`src/rtl/rr_mux_arbiter_2to1_pkg.sv`:
```
// -----------------------------------------------------------------------------
// rr_mux_arbiter_2to1_pkg
// Shared encodings for the 2-requester packet arbiter and its mux slice.
//   ST_IDLE / ST_LOCK   : arbiter FSM state encoding
//   OWN_REQ0 / OWN_REQ1 : owner encoding, also the mux select value
//   clog2()             : beat-counter width helper (never returns less than 1)
// -----------------------------------------------------------------------------
package rr_mux_arbiter_2to1_pkg;

  localparam logic ST_IDLE  = 1'b0;
  localparam logic ST_LOCK  = 1'b1;

  localparam logic OWN_REQ0 = 1'b0;
  localparam logic OWN_REQ1 = 1'b1;

  // The counter only ever holds 0..value-1, so ceil(log2(value)) bits suffice.
  // A value of 1 still gets one bit so the counter is never zero-width.
  function automatic int clog2(input int value);
    int w;
    w = 1;
    while ((1 << w) < value) w = w + 1;
    return w;
  endfunction

endpackage

```
`src/rtl/MUX_2to1.sv`:
```
// -----------------------------------------------------------------------------
// MUX_2to1
// Plain 2-to-1 multiplexer shared across the datapath blocks.
// Ports:
//   i_a   [size] : selected when i_sel == 0
//   i_b   [size] : selected when i_sel == 1
//   i_sel        : select
//   o_y   [size] : selected value
// -----------------------------------------------------------------------------
module MUX_2to1 #(
  parameter int size = 32
) (
  input  logic [size-1:0] i_a,
  input  logic [size-1:0] i_b,
  input  logic            i_sel,
  output logic [size-1:0] o_y
);

  assign o_y = i_sel ? i_b : i_a;

endmodule

```
`src/rtl/rr_mux_arbiter_2to1.sv`:
```
// -----------------------------------------------------------------------------
// rr_mux_arbiter_2to1
// Shares one size-bit datapath between two valid/ready requesters. A granted
// requester keeps the path until its last beat or until MAX_BURST beats have
// been taken, after which the path is re-arbitrated. The output beat is
// registered in front of a single downstream consumer.
//
// Build option:
//   RR_MUX_ARB_FIXED_PRIO_EN : req0 always wins contention and no round-robin
//                              pointer is kept. Undefined: round-robin.
//
// Ports:
//   clk_i, rst_i                   : clock, synchronous active-low reset
//   reqN_valid_i/data_i/last_i     : requester N beat
//   reqN_ready_o                   : requester N beat accepted (with valid)
//   data_o/valid_o/last_o, ready_i : registered downstream beat + handshake
//   select_o                       : current owner, mux select (0=req0)
//   busy_o                         : high while a grant is held
//
// state   | meaning
// --------+--------------------------------------------------------------
// ST_IDLE | no owner; pick a winner from the valid requesters, no data taken
// ST_LOCK | select_o owns the path; beats flow until last or the burst cap
// -----------------------------------------------------------------------------
module rr_mux_arbiter_2to1
  import rr_mux_arbiter_2to1_pkg::*;
#(
  parameter int size      = 32,
  parameter int MAX_BURST = 16
) (
  input  logic            clk_i,
  input  logic            rst_i,
  input  logic            req0_valid_i,
  input  logic [size-1:0] req0_data_i,
  input  logic            req0_last_i,
  output logic            req0_ready_o,
  input  logic            req1_valid_i,
  input  logic [size-1:0] req1_data_i,
  input  logic            req1_last_i,
  output logic            req1_ready_o,
  output logic [size-1:0] data_o,
  output logic            valid_o,
  output logic            last_o,
  input  logic            ready_i,
  output logic            select_o,
  output logic            busy_o
);

  localparam int               CNT_W    = clog2(MAX_BURST);
  localparam logic [CNT_W-1:0] CNT_LAST = CNT_W'(MAX_BURST - 1);

  logic             r_state;
  logic             r_sel;
  logic [CNT_W-1:0] r_cnt;
  logic             r_valid;
  logic             r_last;
  logic [size-1:0]  r_data;
`ifndef RR_MUX_ARB_FIXED_PRIO_EN
  logic             r_ptr;
`endif

  logic             w_lock;
  logic             w_slot;
  logic             w_own_valid;
  logic             w_accept;
  logic             w_release;
  logic             w_any_valid;
  logic             w_win;
  logic [size-1:0]  w_mux_data;
  logic             w_mux_last;

  MUX_2to1 #(.size(size)) u_mux_data (
    .i_a   (req0_data_i),
    .i_b   (req1_data_i),
    .i_sel (r_sel),
    .o_y   (w_mux_data)
  );

  MUX_2to1 #(.size(1)) u_mux_last (
    .i_a   (req0_last_i),
    .i_b   (req1_last_i),
    .i_sel (r_sel),
    .o_y   (w_mux_last)
  );

  assign w_lock      = (r_state == ST_LOCK);
  // Output register can take a beat when it is empty or being drained now.
  assign w_slot      = !r_valid || ready_i;
  assign w_own_valid = (r_sel == OWN_REQ1) ? req1_valid_i : req0_valid_i;
  assign w_accept    = w_lock && w_own_valid && w_slot;
  // The cap releases the grant without marking last; the rest of the packet
  // simply competes again.
  assign w_release   = w_accept && (w_mux_last || (r_cnt == CNT_LAST));
  assign w_any_valid = req0_valid_i || req1_valid_i;

  // Ready is a function of registered state and ready_i only, so there is no
  // path from reqN_valid_i to reqN_ready_o.
  assign req0_ready_o = w_lock && (r_sel == OWN_REQ0) && w_slot;
  assign req1_ready_o = w_lock && (r_sel == OWN_REQ1) && w_slot;

  always_comb begin
    w_win = OWN_REQ0;
    if (req0_valid_i && req1_valid_i) begin
`ifdef RR_MUX_ARB_FIXED_PRIO_EN
      w_win = OWN_REQ0;
`else
      w_win = r_ptr;
`endif
    end else if (req1_valid_i) begin
      w_win = OWN_REQ1;
    end
  end

  always_ff @(posedge clk_i) begin
    if (!rst_i) begin
      r_state <= ST_IDLE;
      r_sel   <= OWN_REQ0;
      r_cnt   <= '0;
`ifndef RR_MUX_ARB_FIXED_PRIO_EN
      r_ptr   <= OWN_REQ0;
`endif
    end else if (r_state == ST_IDLE) begin
      if (w_any_valid) begin
        r_sel   <= w_win;
        r_state <= ST_LOCK;
        r_cnt   <= '0;
      end
    end else if (w_accept) begin
      r_cnt <= r_cnt + CNT_W'(1);
      if (w_release) begin
        r_state <= ST_IDLE;
`ifndef RR_MUX_ARB_FIXED_PRIO_EN
        r_ptr   <= ~r_sel;
`endif
      end
    end
  end

  // Output beat register: loads on accept, holds while stalled, empties when
  // the consumer takes the beat and nothing new arrives.
  always_ff @(posedge clk_i) begin
    if (!rst_i) begin
      r_valid <= 1'b0;
      r_last  <= 1'b0;
      r_data  <= '0;
    end else if (w_accept) begin
      r_valid <= 1'b1;
      r_last  <= w_mux_last;
      r_data  <= w_mux_data;
    end else if (ready_i) begin
      r_valid <= 1'b0;
    end
  end

  assign data_o   = r_data;
  assign valid_o  = r_valid;
  assign last_o   = r_last;
  assign select_o = r_sel;
  assign busy_o   = w_lock;

endmodule

```
`config.mk`:
```
export PLATFORM = sky130hd
export DESIGN_NAME = rr_mux_arbiter_2to1
export DESIGN_NICKNAME = d
export VERILOG_FILES = /design/src/rtl/rr_mux_arbiter_2to1_pkg.sv /design/src/rtl/MUX_2to1.sv /design/src/rtl/rr_mux_arbiter_2to1.sv
export SDC_FILE = /design/constraint.sdc
export NUM_CORES = 1
export LEC_CHECK = 0
export BUFFER_PORTS_ARGS = -buffer_cell sky130_fd_sc_hd__buf_4
export CORE_MARGIN = 2
export CORE_UTILIZATION = 47
export DETAILED_ROUTE_END_ITERATION = 7
export MAX_ROUTING_LAYER = met4
export PLACE_DENSITY = 0.84
export SYNTH_ARGS = -nofsm -noshare
export SYNTH_HDL_FRONTEND = slang
export SYNTH_SLANG_ARGS = --single-unit
export TNS_END_PERCENT = 30
```
`constraint.sdc`:
```
create_clock -name clk_i -period 2.5 [get_ports clk_i]
set_input_delay 0.375 -clock clk_i [delete_from_list [all_inputs] [get_ports clk_i]]
set_output_delay 0.375 -clock clk_i [all_outputs]
set_load 0.1 [all_outputs]
```
### After elaboration in Yosys (flattened, before gate mapping)

Cells that the tools add are included.

| word-level totals | value |
|---|---|
| bits in registers | 41 |
| output and inout port bits | 38 |

| operators by class | value |
|---|---|
| add/subtract/negate cells | 1 |
| eq/ne operators | 2 |
| mux-type cells | 14 |
| bitwise logic cells | 2 |
| reductions and logical operators | 17 |

Operator list:

| kind | number |
|---|---|
| $mux W32 | 1 |
| $mux W4 | 3 |
| $mux W1 | 10 |
| $logic_and A1 B1 Y1 | 8 |
| $add A4 B1 Y4 const B | 1 |
| $eq A4 B4 Y1 const B | 1 |
| $reduce_and A2 Y1 | 2 |
| $reduce_bool A2 Y1 | 2 |
| $logic_or A1 B1 Y1 | 3 |
| $reduce_and A3 Y1 | 1 |
| $ne A2 B1 Y1 const B | 1 |
| $not A1 Y1 | 2 |
| $logic_not A1 Y1 | 1 |

### Longest topological paths before layout

| depth | value |
|---|---|
| word-level depth | 7 |
| depth in mapped cells | 6 |

### Hierarchy

From an unflattened synthesis, not the netlist that was laid out.

| unflattened totals | value |
|---|---|
| cell total of the unflattened synthesis | 229 |
| area total of the unflattened synthesis | 2222.1 um2 |

By module, submodules not included:

| module | times used | cells each | area each (um2) | sequential area each (um2) |
|---|---|---|---|---|
| rr_mux_arbiter_2to1 | 1 | 192 | 1662.8 | 820.8 |
| MUX_2to1 (u_mux_data) | 1 | 36 | 544.3 | 0.0 |
| MUX_2to1 (u_mux_last) | 1 | 1 | 15.0 | 0.0 |

### Least setup slack after synthesis

Ideal clock, no wire load.

| path | value |
|---|---|
| kind | reg2out |
| start point | register r_sel, in the netlist select_o |
| end point | output port req1_ready_o |
| data arrival time | 3.827 ns |
| setup slack | -1.702 ns |
| stages on the path, launching flop included | 4 |
| cell sequence | dfxtp_1 -> buf_2 -> buf_2 -> nor3b_1 |

| between the ends | value |
|---|---|
| longest elaborated chain between the ends | 2 |

Ends and longest elaborated chain:

| what | RTL line | source |
|---|---|---|
| start: declaration | rr_mux_arbiter_2to1.sv:53 | `logic r_sel;` |
| start signal: assignment | rr_mux_arbiter_2to1.sv:124 | `r_sel <= w_win;` |
| $logic_and A1 B1 Y1 (2 in a row) | rr_mux_arbiter_2to1.sv:99 | `assign req1_ready_o = w_lock && (r_sel == OWN_REQ1) && w_slot;` |
| end: declaration | rr_mux_arbiter_2to1.sv:40 | `output logic req1_ready_o,` |

No other way between the ends.

### Worst setup path in the final report

Ends and elaborated chain as after synthesis.

==> qor.yml <==
status:
  outcome: "finished clean"
sta:
  setup_viol: 0
  fin_crit_ns: 2.101
  fin_crit_sh: 0.8403
  fin_tns_setup_ns: 0
  relSlewSlack: 0.5183
  grt_setup_unrepaired: "false"
  maxSlewViolCount: 0
  skew_ns: 0.008031
  worstMarginPinSlew_ns: 0.7202
  hold_violations: 0
  max_clock_freq_ghz: 0.4760
clocking:
  cts_sinks: 41
  ctsHtreeMaxLevel: 2
  cts_tree: "yes"
  clkLatencyLatePin_ns: 0.29
  cts_resized: 0
  cts_root_buf: "clkbuf_8"
  hold_buffers: 0
  numCtsBuffers: 5
  path_clk_slew_ns: 0.07
  post-cts-setup-buffers: 0
  clockBufferDepth: 2
global_route:
  gr-total-overflow: 0
  antenna_found_initial: 0
  grt_pass1_vias: 1681
  grt_max_degree: 47
  grt_pass1_wl_um: 6900
  track_usage: 0.2016
floorplanning:
  fp.dieArea_um2: 4608
  die_h_um: 67.89
  fp-row-count: 23
  coreArea_um2: 3971
  start_util: 0.4830
  die_w_um: 67.89
  io_pins: 109
setup_path:
  timing.rr.end: "last_o"
  worst-setup-path-type: "reg2out"
  regToRegSetupSlack_ns: 0.52
  arrival_ns: 1.73
  crit_fanout: 38
  cp.required_ns: 2.12
  max_stage_delay_ns: 0.50
  cp_common_cell: "buf_4"
  critPathBufInv: 2
  crit_slowest_cell: "buf_4"
  crit_family: "buffers and inverters"
  worstPathCellList: "buf_4 -> nor3b_4 -> buf_4"
  r2r_cells: 5
  endpoint_kind: "output pin"
  worstSetupStartpointType: "register"
  r2r-start: "valid_o"
place:
  dp.cells: 339
  place_congestion: 0.7014
  numPortBuffers: 108
  hpwl_um: 3266
power_and_ir_drop:
  powerDensity_nw_per_um2: 651.3
  clockPowerShare: 0.227
  p_leak_uw: 0.001574
  p_sw_uw: 726.6
  peakVddDrop_uv: 334.7
  p_int_uw: 1135
  pwr-share-comb: 0.380
  p_sw_frac: 0.3904
  p_seq_frac: 0.393
hold_path:
  hold_depth: 2
  hp-start: "req1_valid_i"
  min_to: "busy_o"
  hold_path_class: "in2reg"
logic_synthesis:
  synth.area.top_cells: "dfxtp_1 43%, mux2i_1 18%, o211a_1 17%, nand2_1 7.2%, clkbuf_1 2.0%"
  ys_ff_latch: 41
  synth_top_area_share: 0.4279
  yosysSeqAreaShare: 0.4279
  yosys_warnings: 0
  syn_nets: 266
  syn_inst: 194
  synth_cell_types: 26
  syn_area_um2: 1918
  avgSynthCellArea_um2: 9.887
  async_flop_share: 0
  synth_edf_count: 0
  synth_flop_cell: "dfxtp_1"
  synth_top_area_cell: "dfxtp_1"
detailed_routing:
  drtIter0Drc: 85
  dr_total_vias: 1783
  wl_per_cell_um: 12.75
  dr.pass1.iters: 4
  avgViaCountPerCell: 5.153
  antenna_left: 0
  remaining_drc_errors: 0
  wirelength_um: 4410
finish:
  area_delta_synth_final_pct: 48.99
  layout.nets: 368
  stdcell_count: 346
  multi_input_area_um2: 1042
  drive_above_1_share: 0.4155
  n_fill_cell: 338
  antenna_cells: 0
  utilization: 0.7196
  seqCellArea_um2: 825.8
job:
  cap_violations: 0
==> worst max path at each step <==
stage	startpoint	to	slack, ns	cells after the start
final	select_o	req1_ready_o	0.40	3
after global routing	select_o	req1_ready_o	0.30	3
after CTS	select_o	req1_ready_o	0.37	3
after detailed placement	ready_i	last_o	0.46	6
after global placement	ready_i	r_ptr	0.50	6
after floorplan	select_o	req1_ready_o	0.15	3
==> final cells by class <==
type | instances | share of cell area
clock buffers | 7 | 0.03021
inverters | 2 | 0.002627
multi-input cells | 135 | 0.3647
flip-flops and latches | 41 | 0.2890
well taps | 50 | 0.02189
repair buffers | 111 | 0.2916
==> metrics by stage <==
stage               total power [uW]  area (um2)  hold slack (ns)  setup slack [ns]
finish                          1861        2858           0.3455            0.3993
global route                    1939        2858           0.3574            0.3049
CTS                             1878        2858           0.3413            0.3721
detailed placement              1457        2771           0.4638            0.4625
global placement                1448        2771           0.4519            0.4975
floorplan                       1266        1946           0.4382            0.1516
==> cell usage after synthesis (2+ instances only) <==
cell type and instances:
buf_2 5, nor2_1 2, inv_1 2, nor3b_1 2, o21ai_0 6, dfxtp_1 41, o211ai_1 2, mux2i_1 35
nand3_1 2, nor2b_1 5, clkbuf_1 10, nand2_1 37, o211a_1 32
==> flip-flops by register name, summed over array words and instances (netlist names) <==
signal / count
r_ptr: 1
select_o: 1
valid_o: 1
busy_o: 1
data_o: 32
r_cnt: 4
last_o: 1
==> worst register-to-register path, stage by stage (launching register included) <==
cell and delay [ns]:
dfxtp_1 0.31, nor2b_1 0.23, nor3_4 0.64, buf_4 0.39
mux2i_1 0.24, nor2b_1 0.06
==> logic make-up (layout without fill, tap and decap cells) <==
| logic type | after synthesis | count (layout) | share of synthesized area |
|---|---|---|---|
| AO/OA/AOI/OAI | 45 | 45 | 0.2094 |
| adder cells (fa/ha/maj) | 1 | 1 | 0.006522 |
| buffers and inverters | 18 | 120 | 0.04045 |
| flip-flops | 41 | 41 | 0.4279 |
| multiplexers | 36 | 36 | 0.1885 |
| AND/OR/NAND/NOR | 53 | 53 | 0.1272 |
==> power by group through the flow <==
| stage | clock [uW] | combinational, uW | sequential [uW] |
|---|---|---|---|
| detailed placement | 0 | 711 | 746 |
| finish | 423 | 706 | 732 |
| floorplan | 0 | 175 | 1090 |
| CTS | 434 | 712 | 732 |
| global route | 460 | 741 | 738 |
| global placement | 0 | 703 | 745 |
==> cells in the final DEF, fill, tap and decap left out, types with 2 or more instances in the layout <==
| cell | n |
|---|---|
| buf_4 | 111 |
| dfxtp_1 | 39 |
| nand2_1 | 37 |
| mux2i_1 | 35 |
| o211a_1 | 32 |
| o21ai_0 | 6 |
| clkbuf_8 | 6 |
| nor2b_1 | 5 |
| inv_1 | 2 |
| nor3_4 | 2 |
| nor2_1 | 2 |
| o211ai_1 | 2 |
| nand3_1 | 2 |
==> routing by layer <==
layer  wire, um  vias up  GRT usage
met5          0        -          -
met4         39        0    0.05500
met3        346        6    0.04605
met2       2186       68     0.3517
met1       1838      812     0.2331
li1           -      897          -
Power figures use the tool's default switching activity.
